[src/rtl/tristate_bus_reader.sv]
// tristate_bus_reader: selects one tri-state bus driver, waits for settle, double-samples
// the bus and returns a stable word, retrying on sample mismatch until an error limit.
module tristate_bus_reader #(
  parameter int WIDTH       = 8,
  parameter int N_DEV       = 4,
  parameter int WAIT_CYCLES = 2,
  parameter int MAX_RETRY   = 3,
  localparam int DW = N_DEV > 1 ? $clog2(N_DEV) : 1
) (
  input  logic             clk,
  input  logic             rst_n,
  input  logic             rd_req,
  input  logic [DW-1:0]    rd_dev,
  input  logic [WIDTH-1:0] bus_in,
  output logic [N_DEV-1:0] dev_en,
  output logic             busy,
  output logic [WIDTH-1:0] data_out,
  output logic             data_valid,
  output logic             rd_err
);
  localparam int WW = WAIT_CYCLES > 1 ? $clog2(WAIT_CYCLES) : 1;
  localparam int RW = MAX_RETRY > 0 ? $clog2(MAX_RETRY + 1) : 1;
  typedef enum logic [2:0] {IDLE, ENABLE, SAMPLE1, SAMPLE2, DONE, ERR} state_t;
  state_t state, state_nx;
  logic [DW-1:0] dev, dev_nx;
  logic [WW-1:0] wcnt, wcnt_nx;
  logic [RW-1:0] rcnt, rcnt_nx;
  logic [WIDTH-1:0] s1, s1_nx, data_nx;
  always_comb begin
    state_nx = state;
    dev_nx = dev;
    wcnt_nx = wcnt;
    rcnt_nx = rcnt;
    s1_nx = s1;
    data_nx = data_out;
    case (state)
      IDLE: if (rd_req) begin
        dev_nx = rd_dev;
        rcnt_nx = '0;
        wcnt_nx = WW'(WAIT_CYCLES - 1);
        state_nx = 32'(rd_dev) < N_DEV ? ENABLE : ERR;
      end
      ENABLE: begin
        wcnt_nx = wcnt == '0 ? wcnt : wcnt - 1'b1;
        state_nx = wcnt == '0 ? SAMPLE1 : ENABLE;
      end
      SAMPLE1: begin
        s1_nx = bus_in;
        state_nx = SAMPLE2;
      end
      SAMPLE2: if (bus_in == s1) begin
        data_nx = s1;
        state_nx = DONE;
      end else if (32'(rcnt) < MAX_RETRY) begin
        rcnt_nx = rcnt + 1'b1;
        wcnt_nx = WW'(WAIT_CYCLES - 1);
        state_nx = ENABLE;
      end else begin
        state_nx = ERR;
      end
      default: state_nx = IDLE;
    endcase
  end
  // outputs are registered from the next state so they line up with the state they describe
  always_ff @(posedge clk or negedge rst_n) begin
    if (!rst_n) begin
      state <= IDLE;
      dev <= '0;
      wcnt <= '0;
      rcnt <= '0;
      s1 <= '0;
      data_out <= '0;
      dev_en <= '0;
      busy <= 1'b0;
      data_valid <= 1'b0;
      rd_err <= 1'b0;
    end else begin
      state <= state_nx;
      dev <= dev_nx;
      wcnt <= wcnt_nx;
      rcnt <= rcnt_nx;
      s1 <= s1_nx;
      data_out <= data_nx;
      dev_en <= state_nx inside {ENABLE, SAMPLE1, SAMPLE2} ? N_DEV'(1) << dev_nx : '0;
      busy <= state_nx != IDLE;
      data_valid <= state_nx == DONE;
      rd_err <= state_nx == ERR;
    end
  end
endmodule

[config.mk]
export PLATFORM = sky130hd
export DESIGN_NAME = tristate_bus_reader
export DESIGN_NICKNAME = d
export VERILOG_FILES = /design/src/rtl/tristate_bus_reader.sv
export SDC_FILE = /design/constraint.sdc
export NUM_CORES = 1
export LEC_CHECK = 0
export CAP_MARGIN = 20
export CORE_MARGIN = 3
export CORE_UTILIZATION = 50
export DETAILED_ROUTE_END_ITERATION = 10
export HOLD_SLACK_MARGIN = 0.06
export PLACE_DENSITY = 0.78
export RECOVER_POWER = 25
export SYNTH_ARGS = -nofsm -noshare
export SYNTH_HDL_FRONTEND = slang
export SYNTH_SLANG_ARGS = --single-unit
[constraint.sdc]
create_clock -name clk -period 2 [get_ports clk]
set_input_delay 0.2 -clock clk [delete_from_list [all_inputs] [get_ports clk]]
set_output_delay 0.2 -clock clk [all_outputs]
set_load 0.005 [all_outputs]
==> flow_summary.yaml, run 1 <==
outcome:
  outcome: "complete, no violations"
detailed_routing:
  drt_pass1_iterations: 5
  drtIter0Drc: 50
  avgRoutedWirePerCell_um: 13.8
  post_drt_via_cell_ratio: 5.31
  wirelength_mm: 2.37
  drc: 0
  antenna_left: 0
  routed-via-count: 913
yosys:
  synth_most_common_cell: "dfrtp_1"
  yosysTopAreaCell: "dfrtp_1"
  yosys_warnings: 0
  synth_ff_type: "dfrtp_1"
  synth_top_area_share: 0.567
  syn_area_sq_um: 1370
  syn_area_per_cell_sq_um: 13.1
  synthesis.nets: 118
  synthTopCellsByCount: "dfrtp_1 (31), mux2_2 (19), xnor2_1 (8)"
  yosysUniqueCellTypes: 32
  synthArstFlopShare: 1.00
  synth-edff-count: 0
  ys_seq_area_frac: 0.567
  syn_inst: 104
  synthTopCellsByArea: "dfrtp_1 (57%), mux2_2 (16%), xnor2_1 (5.1%), a21oi_1 (2.2%), nand2b_1 (1.4%)"
  ys_ff_latch: 31
power_and_ir_drop:
  vdd_ir_drop_max_uv: 945
  p_leak_nw: 0.777
  p_per_area_nw_per_um2: 1290
  fin_total_pwr_w: 0.00229
timing:
  hold_viol: 0
  fin_ws_ps: 246
  fin_crit_sh: 0.877
  post-route-min-period_ps: 1750
  skew_ps: 7.16
  drv_slew: 0
  max_freq_mhz: 570
  fin_tns_setup_ps: 0
  hold_slack_ps: 455
  max_slew_margin: 0.500
  tightest_slew_ps: 751
  setup_violations: 0
  rsz0062_at_grt: "false"
clocking:
  clock_sinks: 31
  clkSlewWorstSetupHoldPaths_ps: 90
  cts_tree: "done"
  ctsResizeCount: 0
  postCtsHoldBufs: 0
  cts_setup_buffers: 0
  cts_buffers: 5
  clk_path_buf_depth: 2
  htree_levels: 2
  cts-root-buf: "clkbuf_4"
  clk_latency_ps: 330
global_route:
  grt_max_degree: 32
  grt_pass1_wl_mm: 4.26
  grt_antenna_before_repair: 0
  grt_pass1_vias: 990
  grt_overflow: 0
  grt_util_all_layers: 0.172
worst_setup_path:
  worstPathCellList: "xnor2_1 -> nand4_2 -> nor3_4 -> buf_12 -> mux2_2"
  critPathMaxFanout: 9
  end_kind: "flip-flop"
  cp-startpoint: "s1[2]"
  critPathLaunchType: "flip-flop"
  path_class: "flip-flop to flip-flop"
  cpPeakStageDelay_ps: 420
  required_ps: 2220
  critPathSlowestCell: "dfrtp_1"
  cp.arrival_ps: 1970
  reg2reg_from: "s1[2]"
finish:
  syn2layout_area_growth_pct: 29.8
  drive_gt1_frac: 0.268
  post_layout_nonfiller_instances: 172
  finalNetCount: 155
  nFillCells: 197
  diodes: 0
placed_design:
  io_buffers: 27
  dp_hpwl_mm: 1.74
  placed_cells: 164
  gp_congestion: 0.832
  place_ws_ps: 59.3
job:
  max_cap_viol_count: 0
die:
  die_h_um: 58.3
  ioPinCount: 28
  initial_utilization: 0.537
  core-area_sq_um: 2540
  die_area_sq_um: 3400
  die_x_um: 58.3
  rows: 18
hold_path:
  hold_class: "input port to asynchronous set/reset pin"
==> layout make-up <==
| class | count | area, sq um | share of cell area |
|---|---|---|---|
| flip-flops and latches | 31 | 776 | 0.437 |
| multi-input cells | 69 | 568 | 0.320 |
| repair buffers | 32 | 318 | 0.179 |
| clock buffers | 8 | 68.8 | 0.0388 |
| well taps | 30 | 37.5 | 0.0211 |
| inverters | 2 | 7.51 | 0.00423 |
==> power by group <==
| part | switching [W] | total, W | internal (W) |
|---|---|---|---|
| logic | 0.000366 | 0.000867 | 0.000501 |
| clock network | 0.000201 | 0.000407 | 0.000207 |
| registers | 0.000170 | 0.00102 | 0.000847 |
| total | 0.000737 | 0.00229 | 0.00155 |
==> final timing paths <==
path                            cells after the start  slack (ps)     endpoint
worst max-delay path                                5         250  data_out[0]
worst min-delay path                                2         450        s1[5]
worst max register to register                      5         250  data_out[0]
worst min register to register                      1         510  data_out[6]
max in group asynchronous                           2        1070   data_valid
min in group clk                                    1         510  data_out[6]
==> stage by stage <==
| stage | cell area (sq um) | utilization |
|---|---|---|
| after global routing | 1780 | 0.698 |
| after global placement | 1710 | 0.672 |
| after detailed placement | 1710 | 0.672 |
| final | 1780 | 0.698 |
| after floorplan | 1370 | - |
| after CTS | 1780 | 0.699 |
==> flip-flops by register name (all words and copies together) (netlist names) <==
name        cells
data_valid      1
rd_err          1
dev             2
state           3
wcnt            1
rcnt            2
data_out        8
dev_en          4
s1              8
busy            1
==> cells in the final DEF, fill, tap and decap left out, types with 2 or more instances in the layout <==
cell / n
xnor2_1: 8
o21ai_0: 3
nor2_1: 4
clkdlybuf4s50_1: 26
mux2_2: 19
inv_1: 2
nor3_1: 2
dfrtp_1: 31
clkbuf_4: 5
clkbuf_8: 2
buf_4: 3
a21oi_1: 6
nand2b_1: 3
nand2_1: 4
==> kinds of logic (layout without fill, tap and decap cells) <==
group	count (synthesis)	in the layout	share of synthesized area
AO/OA/AOI/OAI	17	17	0.0787
adder cells (fa/ha/maj)	1	1	0.00915
XOR/XNOR	8	8	0.0512
AND/OR/NAND/NOR	24	24	0.120
flip-flops	31	31	0.567
multiplexers	19	19	0.156
buffers and inverters	4	42	0.0174
==> per-layer routing <==
metal,wire length [um],global-route usage,vias to the layer above,part of all wire
met5,0,0,-,0
met4,64,0.109,0,0.027
met3,115,0.0482,7,0.049
met2,1160,0.271,23,0.49
met1,1030,0.206,433,0.43
li1,-,-,450,-
==> worst max-delay path: cells and delay by family (launching register included) <==
family	cells	cell delay, ps
AND/OR/NAND/NOR	2	510
flip-flops	1	420
multiplexers	1	330
XOR/XNOR	1	230
buffers and inverters	1	150
No activity file was read; power rests on OpenSTA's default activity.
==> inputs of run 2 (changes only) <==
Settings changed: CORE_UTILIZATION 50 to 53, PLACE_DENSITY 0.78 to 0.82.
Clock period 2 ns to 2.05 ns, I/O delays scaled along.
==> run 2 against run 1 <==
  * Critical path type unchanged
  * Flip-flop and latch count unchanged
  * Wire length is 8.7% higher
  * Register-to-register slack better by 40 ps
  * Design area decreased by 0.42%
  * Highest routed layer unchanged
  * Maximum frequency shrank 0.63%
  * Worst setup slack improved by 39 ps
  * Combinational power fell by 0.7%
  * Clock skew about the same
==> flow_summary.yaml, run 2 (same netlist as run 1, synthesis figures left out) <==
die:
  die_h_um: 56.8
  ioPinCount: 28
  core-area_sq_um: 2320
  rows: 17
  die_x_um: 56.8
  die_area_sq_um: 3230
  initial_utilization: 0.590
timing:
  post-route-min-period_ps: 1760
  hold_viol: 0
  fin_ws_ps: 285
  fin_crit_sh: 0.861
  drv_slew: 0
  rsz0062_at_grt: "false"
  tightest_slew_ps: 738
  skew_ps: 6.73
  setup_violations: 0
  max_freq_mhz: 567
  fin_tns_setup_ps: 0
  max_slew_margin: 0.508
clocking:
  clock_sinks: 31
  htree_levels: 2
  postCtsHoldBufs: 0
  clkSlewWorstSetupHoldPaths_ps: 100
  clk_path_buf_depth: 2
  cts_setup_buffers: 0
  cts_tree: "done"
  ctsResizeCount: 0
  cts-root-buf: "clkbuf_4"
  clk_latency_ps: 330
  cts_buffers: 5
detailed_routing:
  drt_pass1_iterations: 4
  drtIter0Drc: 15
  wirelength_mm: 2.58
  avgRoutedWirePerCell_um: 15.1
  routed-via-count: 922
  antenna_left: 0
  drc: 0
  post_drt_via_cell_ratio: 5.39
power_and_ir_drop:
  p_leak_nw: 0.779
  p_per_area_nw_per_um2: 1280
  vdd_ir_drop_max_uv: 1010
worst_setup_path:
  critPathMaxFanout: 8
  end_kind: "flip-flop"
  critPathLaunchType: "flip-flop"
  path_class: "flip-flop to flip-flop"
  required_ps: 2300
  cp.arrival_ps: 2010
finish:
  final_core_util: 0.763
  post_layout_nonfiller_instances: 171
  largestRegisters: "data_out (8), s1 (8), dev_en (4)"
  final_common_cell: "dfrtp_1"
  diodes: 0
  finalNetCount: 156
  final_cell_mix: "dfrtp_1 (31), clkdlybuf4s50_1 (26), mux2_2 (19), xnor2_1 (8), a21oi_1 (6)"
  drive_gt1_frac: 0.273
  syn2layout_area_growth_pct: 29.3
global_route:
  grt_pass1_wl_mm: 4.56
  grt_pass1_vias: 1018
  grt_max_degree: 32
  grt_util_all_layers: 0.190
  grt_antenna_before_repair: 0
  grt_overflow: 0
hold_path:
  hold_class: "input port to asynchronous set/reset pin"
outcome:
  outcome: "complete, no violations"
placed_design:
  io_buffers: 27
  dp_hpwl_mm: 1.88
  place_ws_ps: 107
  gp_congestion: 0.794
  placed_cells: 163
job:
  max_cap_viol_count: 0
==> run 2: cell count changes in the layout (fill, tap and decap cells not counted), sizes merged <==
cell | previous run | this run
buf | 4 | 5
==> run 2: through the flow <==
step,cell area [sq um],power (W),hold slack [ps]
after global placement,1700,0.00183,492
after global routing,1770,0.00243,522
final,1770,0.00227,464
after detailed placement,1700,0.00188,504
after CTS,1770,0.00229,273
after floorplan,1370,0.00155,-90.6
==> run 2: layout make-up <==
type                    instances  area [sq um]
well taps                      28          35.0
fillers                       165           551
multi-input cells              69           568
flip-flops and latches         31           776
clock buffers                   8          68.8
repair buffers                 33           313
inverters                       2          7.51
==> run 2: report_power, final <==
| part | internal [W] | leakage [nW] | switching [W] |
|---|---|---|---|
| clock | 0.000202 | 0.0386 | 0.000203 |
| combinational | 0.000488 | 0.345 | 0.000373 |
| sequential | 0.000826 | 0.395 | 0.000174 |
==> run 2: metal layers <==
| metal | vias up | wire length, um | track usage | part of all wire |
|---|---|---|---|---|
| met5 | - | 0 | 0 | 0 |
| met4 | 0 | 47 | 0.113 | 0.018 |
| met3 | 4 | 125 | 0.0552 | 0.049 |
| met2 | 29 | 1310 | 0.314 | 0.51 |
| met1 | 442 | 1100 | 0.218 | 0.43 |
| li1 | 447 | - | - | - |
==> run 2: path summary, 6_finish.rpt <==
| path | from | end | slack (ps) | depth (start not counted) |
|---|---|---|---|---|
| worst max-delay path | state[0] | dev_en[1] | 290 | 4 |
| worst min-delay path | rst_n | data_out[5] | 460 | 2 |
| worst max register to register | state[0] | dev_en[1] | 290 | 4 |
| worst min register to register | data_out[2] | data_out[2] | 520 | 1 |
| max in group asynchronous | rst_n | dev_en[3] | 1120 | 2 |
| min in group clk | data_out[2] | data_out[2] | 520 | 1 |
==> run 2: worst max-delay path, stage by stage (launching register included) <==
cell and delay (ps):
dfrtp_1 480, nor4b_2 490, mux2_2 430, nand2b_1 160
a21oi_1 130
==> inputs of run 3 (changes only) <==
Settings changed: CTS_CLUSTER_DIAMETER set to 200.
==> results of run 3 <==
No change in the layout: final DEF, timing and power equal those of run 2.
==> patch (settings of run 1) <==
Change the parameter `WAIT_CYCLES` from 2 to 4.
--- a/src/rtl/tristate_bus_reader.sv
+++ b/src/rtl/tristate_bus_reader.sv
@@ -3,7 +3,7 @@
 module tristate_bus_reader #(
   parameter int WIDTH       = 8,
   parameter int N_DEV       = 4,
-  parameter int WAIT_CYCLES = 2,
+  parameter int WAIT_CYCLES = 4,
   parameter int MAX_RETRY   = 3,
   localparam int DW = N_DEV > 1 ? $clog2(N_DEV) : 1
 ) (
Function: changed (a bounded check fails within 10 cycles, from zero or initial values and one cycle with rst_n low).
==> patch against run 1 <==
Count of clock-buffer cells in the layout shrank 2; setup slack gained 57 ps; via count grew 8.7%; synthesized area grew 3.8%; total power grew 3.0%; synthesized cell count grew 8.7%; global-route usage grew 1.0 points; fmax grew 3.4%; final cell count grew 5.8%; routed wire length grew 12%; sequential cell count grew 1; critical path depth shrank 1; final area grew 3.9%; critical endpoint is now data_out[4]$_DFFE_PN0P_.
==> patch: results (changes against run 1) <==
| Metric | Value |
|---|---|
| Worst-path fanout max | 10 (+1) |
| Reg2Reg Setup Slack | 300 ps (+60 ps) |
| Distinct cells, synth | 28 (-13%) |
| Post-Place Setup Slack | 54.8 ps (-4.51 ps) |
| Reg2reg end | data_out[4]$_DFFE_PN0P_ |
| Outcome | complete, no violations |
| Psw | 788 uW (+7.0%) |
| Worst-Margin Slew | 772 ps (+21.0 ps) |
| Maximum VDD drop | 888 uV (-6.0%) |
| Post-synthesis sequential area ratio | 0.564 (-0.00287) |
| DP HPWL | 1.95 mm (+12%) |
| Clock Skews | 10.1 ps (+2.98 ps) |
| Launch point of the worst reg-to-reg path | state[1]$_DFF_PN0_ |
| Max stage delay on crit path | 530 ps (+110 ps) |
| CP Data Arrival Time | 1900 ps (-70 ps) |
| Top cells by area, synth | dfrtp_1, mux2_2, xnor2_1 |
| DR iter-0 viols | 37 (-26%) |
| Routability Congestion | 0.814 (-2.1%) |
| Number of cells on the worst reg-to-reg path | 4 (-1) |
| 1st-pass router iterations | 4 (-1) |
| Pleak | 0.829 nW (+6.7%) |
| Via Count | 992 (+8.7%) |
| Largest net degree at the start of global routing | 33 (+3.1%) |
| Post-synth top cells | dfrtp_1, mux2_2, xnor2_1 |
| First-pass GRT wire length | 4.87 mm (+14%) |
## patch: how the worst max path moves through the flow
stage                                   start  slack (ps)                      end  depth (start not counted)
after floorplan             s1[2]$_DFFE_PN0P_         370  data_out[0]$_DFFE_PN0P_                          4
after global placement              bus_in[7]          90         rd_err$_DFF_PN0_                          6
after detailed placement            bus_in[2]          50         rd_err$_DFF_PN0_                          6
after CTS                  state[0]$_DFF_PN0_         210      dev_en[0]$_DFF_PN0_                          5
after global routing      wcnt[0]$_DFFE_PN0P_          90         rd_err$_DFF_PN0_                          6
final                      state[1]$_DFF_PN0_         300  data_out[4]$_DFFE_PN0P_                          4
## patch: kinds of logic (layout without fill, tap and decap cells)
group,Yosys count,after routing,share of synthesized area
AO/OA/AOI/OAI,18,18,0.0908
adder cells (fa/ha/maj),2,2,0.0176
XOR/XNOR,8,8,0.0494
multiplexers,18,18,0.141
AND/OR/NAND/NOR,26,26,0.111
buffers and inverters,9,48,0.0256
flip-flops,32,32,0.564
## patch: power groups by stage
stage                     registers, mW  clock network (mW)  logic [mW]
after floorplan                   0.973                   0       0.637
after global placement             1.03                   0       0.817
after detailed placement           1.04                   0       0.860
after CTS                          1.03               0.487       0.866
after global routing               1.06               0.514       0.965
final                              1.03               0.476       0.856
## patch: what timing repair did
| action | CTS | global route |
|---|---|---|
| setup endpoints to repair | 0 | 1 |
| hold endpoints to repair | 0 | 0 |
| resized for setup | 0 | 1 |
## patch: critical path: cells and delay by family (launching register included)
family,cells,cell delay (ps)
buffers and inverters,1,170
DFF,1,530
muxes,1,330
and+or+nand+nor,2,560
## patch: layout make-up
cell class / instances / share of cell area
sequential: 32 / 0.434
multi-input combinational: 72 / 0.318
timing repair buffer: 34 / 0.174
clock buffer: 6 / 0.0224
tap: 30 / 0.0204
clock inverter: 2 / 0.0190
inverter: 6 / 0.0122
## patch: through the flow
| stage | instances | cell area, um2 | power [mW] | hold WS, ps | util |
|---|---|---|---|---|---|
| after floorplan | 113 | 1420 | 1.61 | -95.6 | - |
| after global placement | 174 | 1770 | 1.84 | 480 | 0.682 |
| after detailed placement | 174 | 1770 | 1.90 | 497 | 0.682 |
| after CTS | 182 | 1840 | 2.38 | 281 | 0.711 |
| after global routing | 182 | 1840 | 2.54 | 539 | 0.712 |
| final | 182 | 1840 | 2.36 | 481 | 0.712 |
## patch: layer usage
layer | GRT usage | routed length, um | vias up
li1 | - | - | 471
met4 | 0.0680 | 14 | 0
met3 | 0.0414 | 145 | 2
met5 | 0 | 0 | -
met1 | 0.232 | 1140 | 489
met2 | 0.301 | 1360 | 30
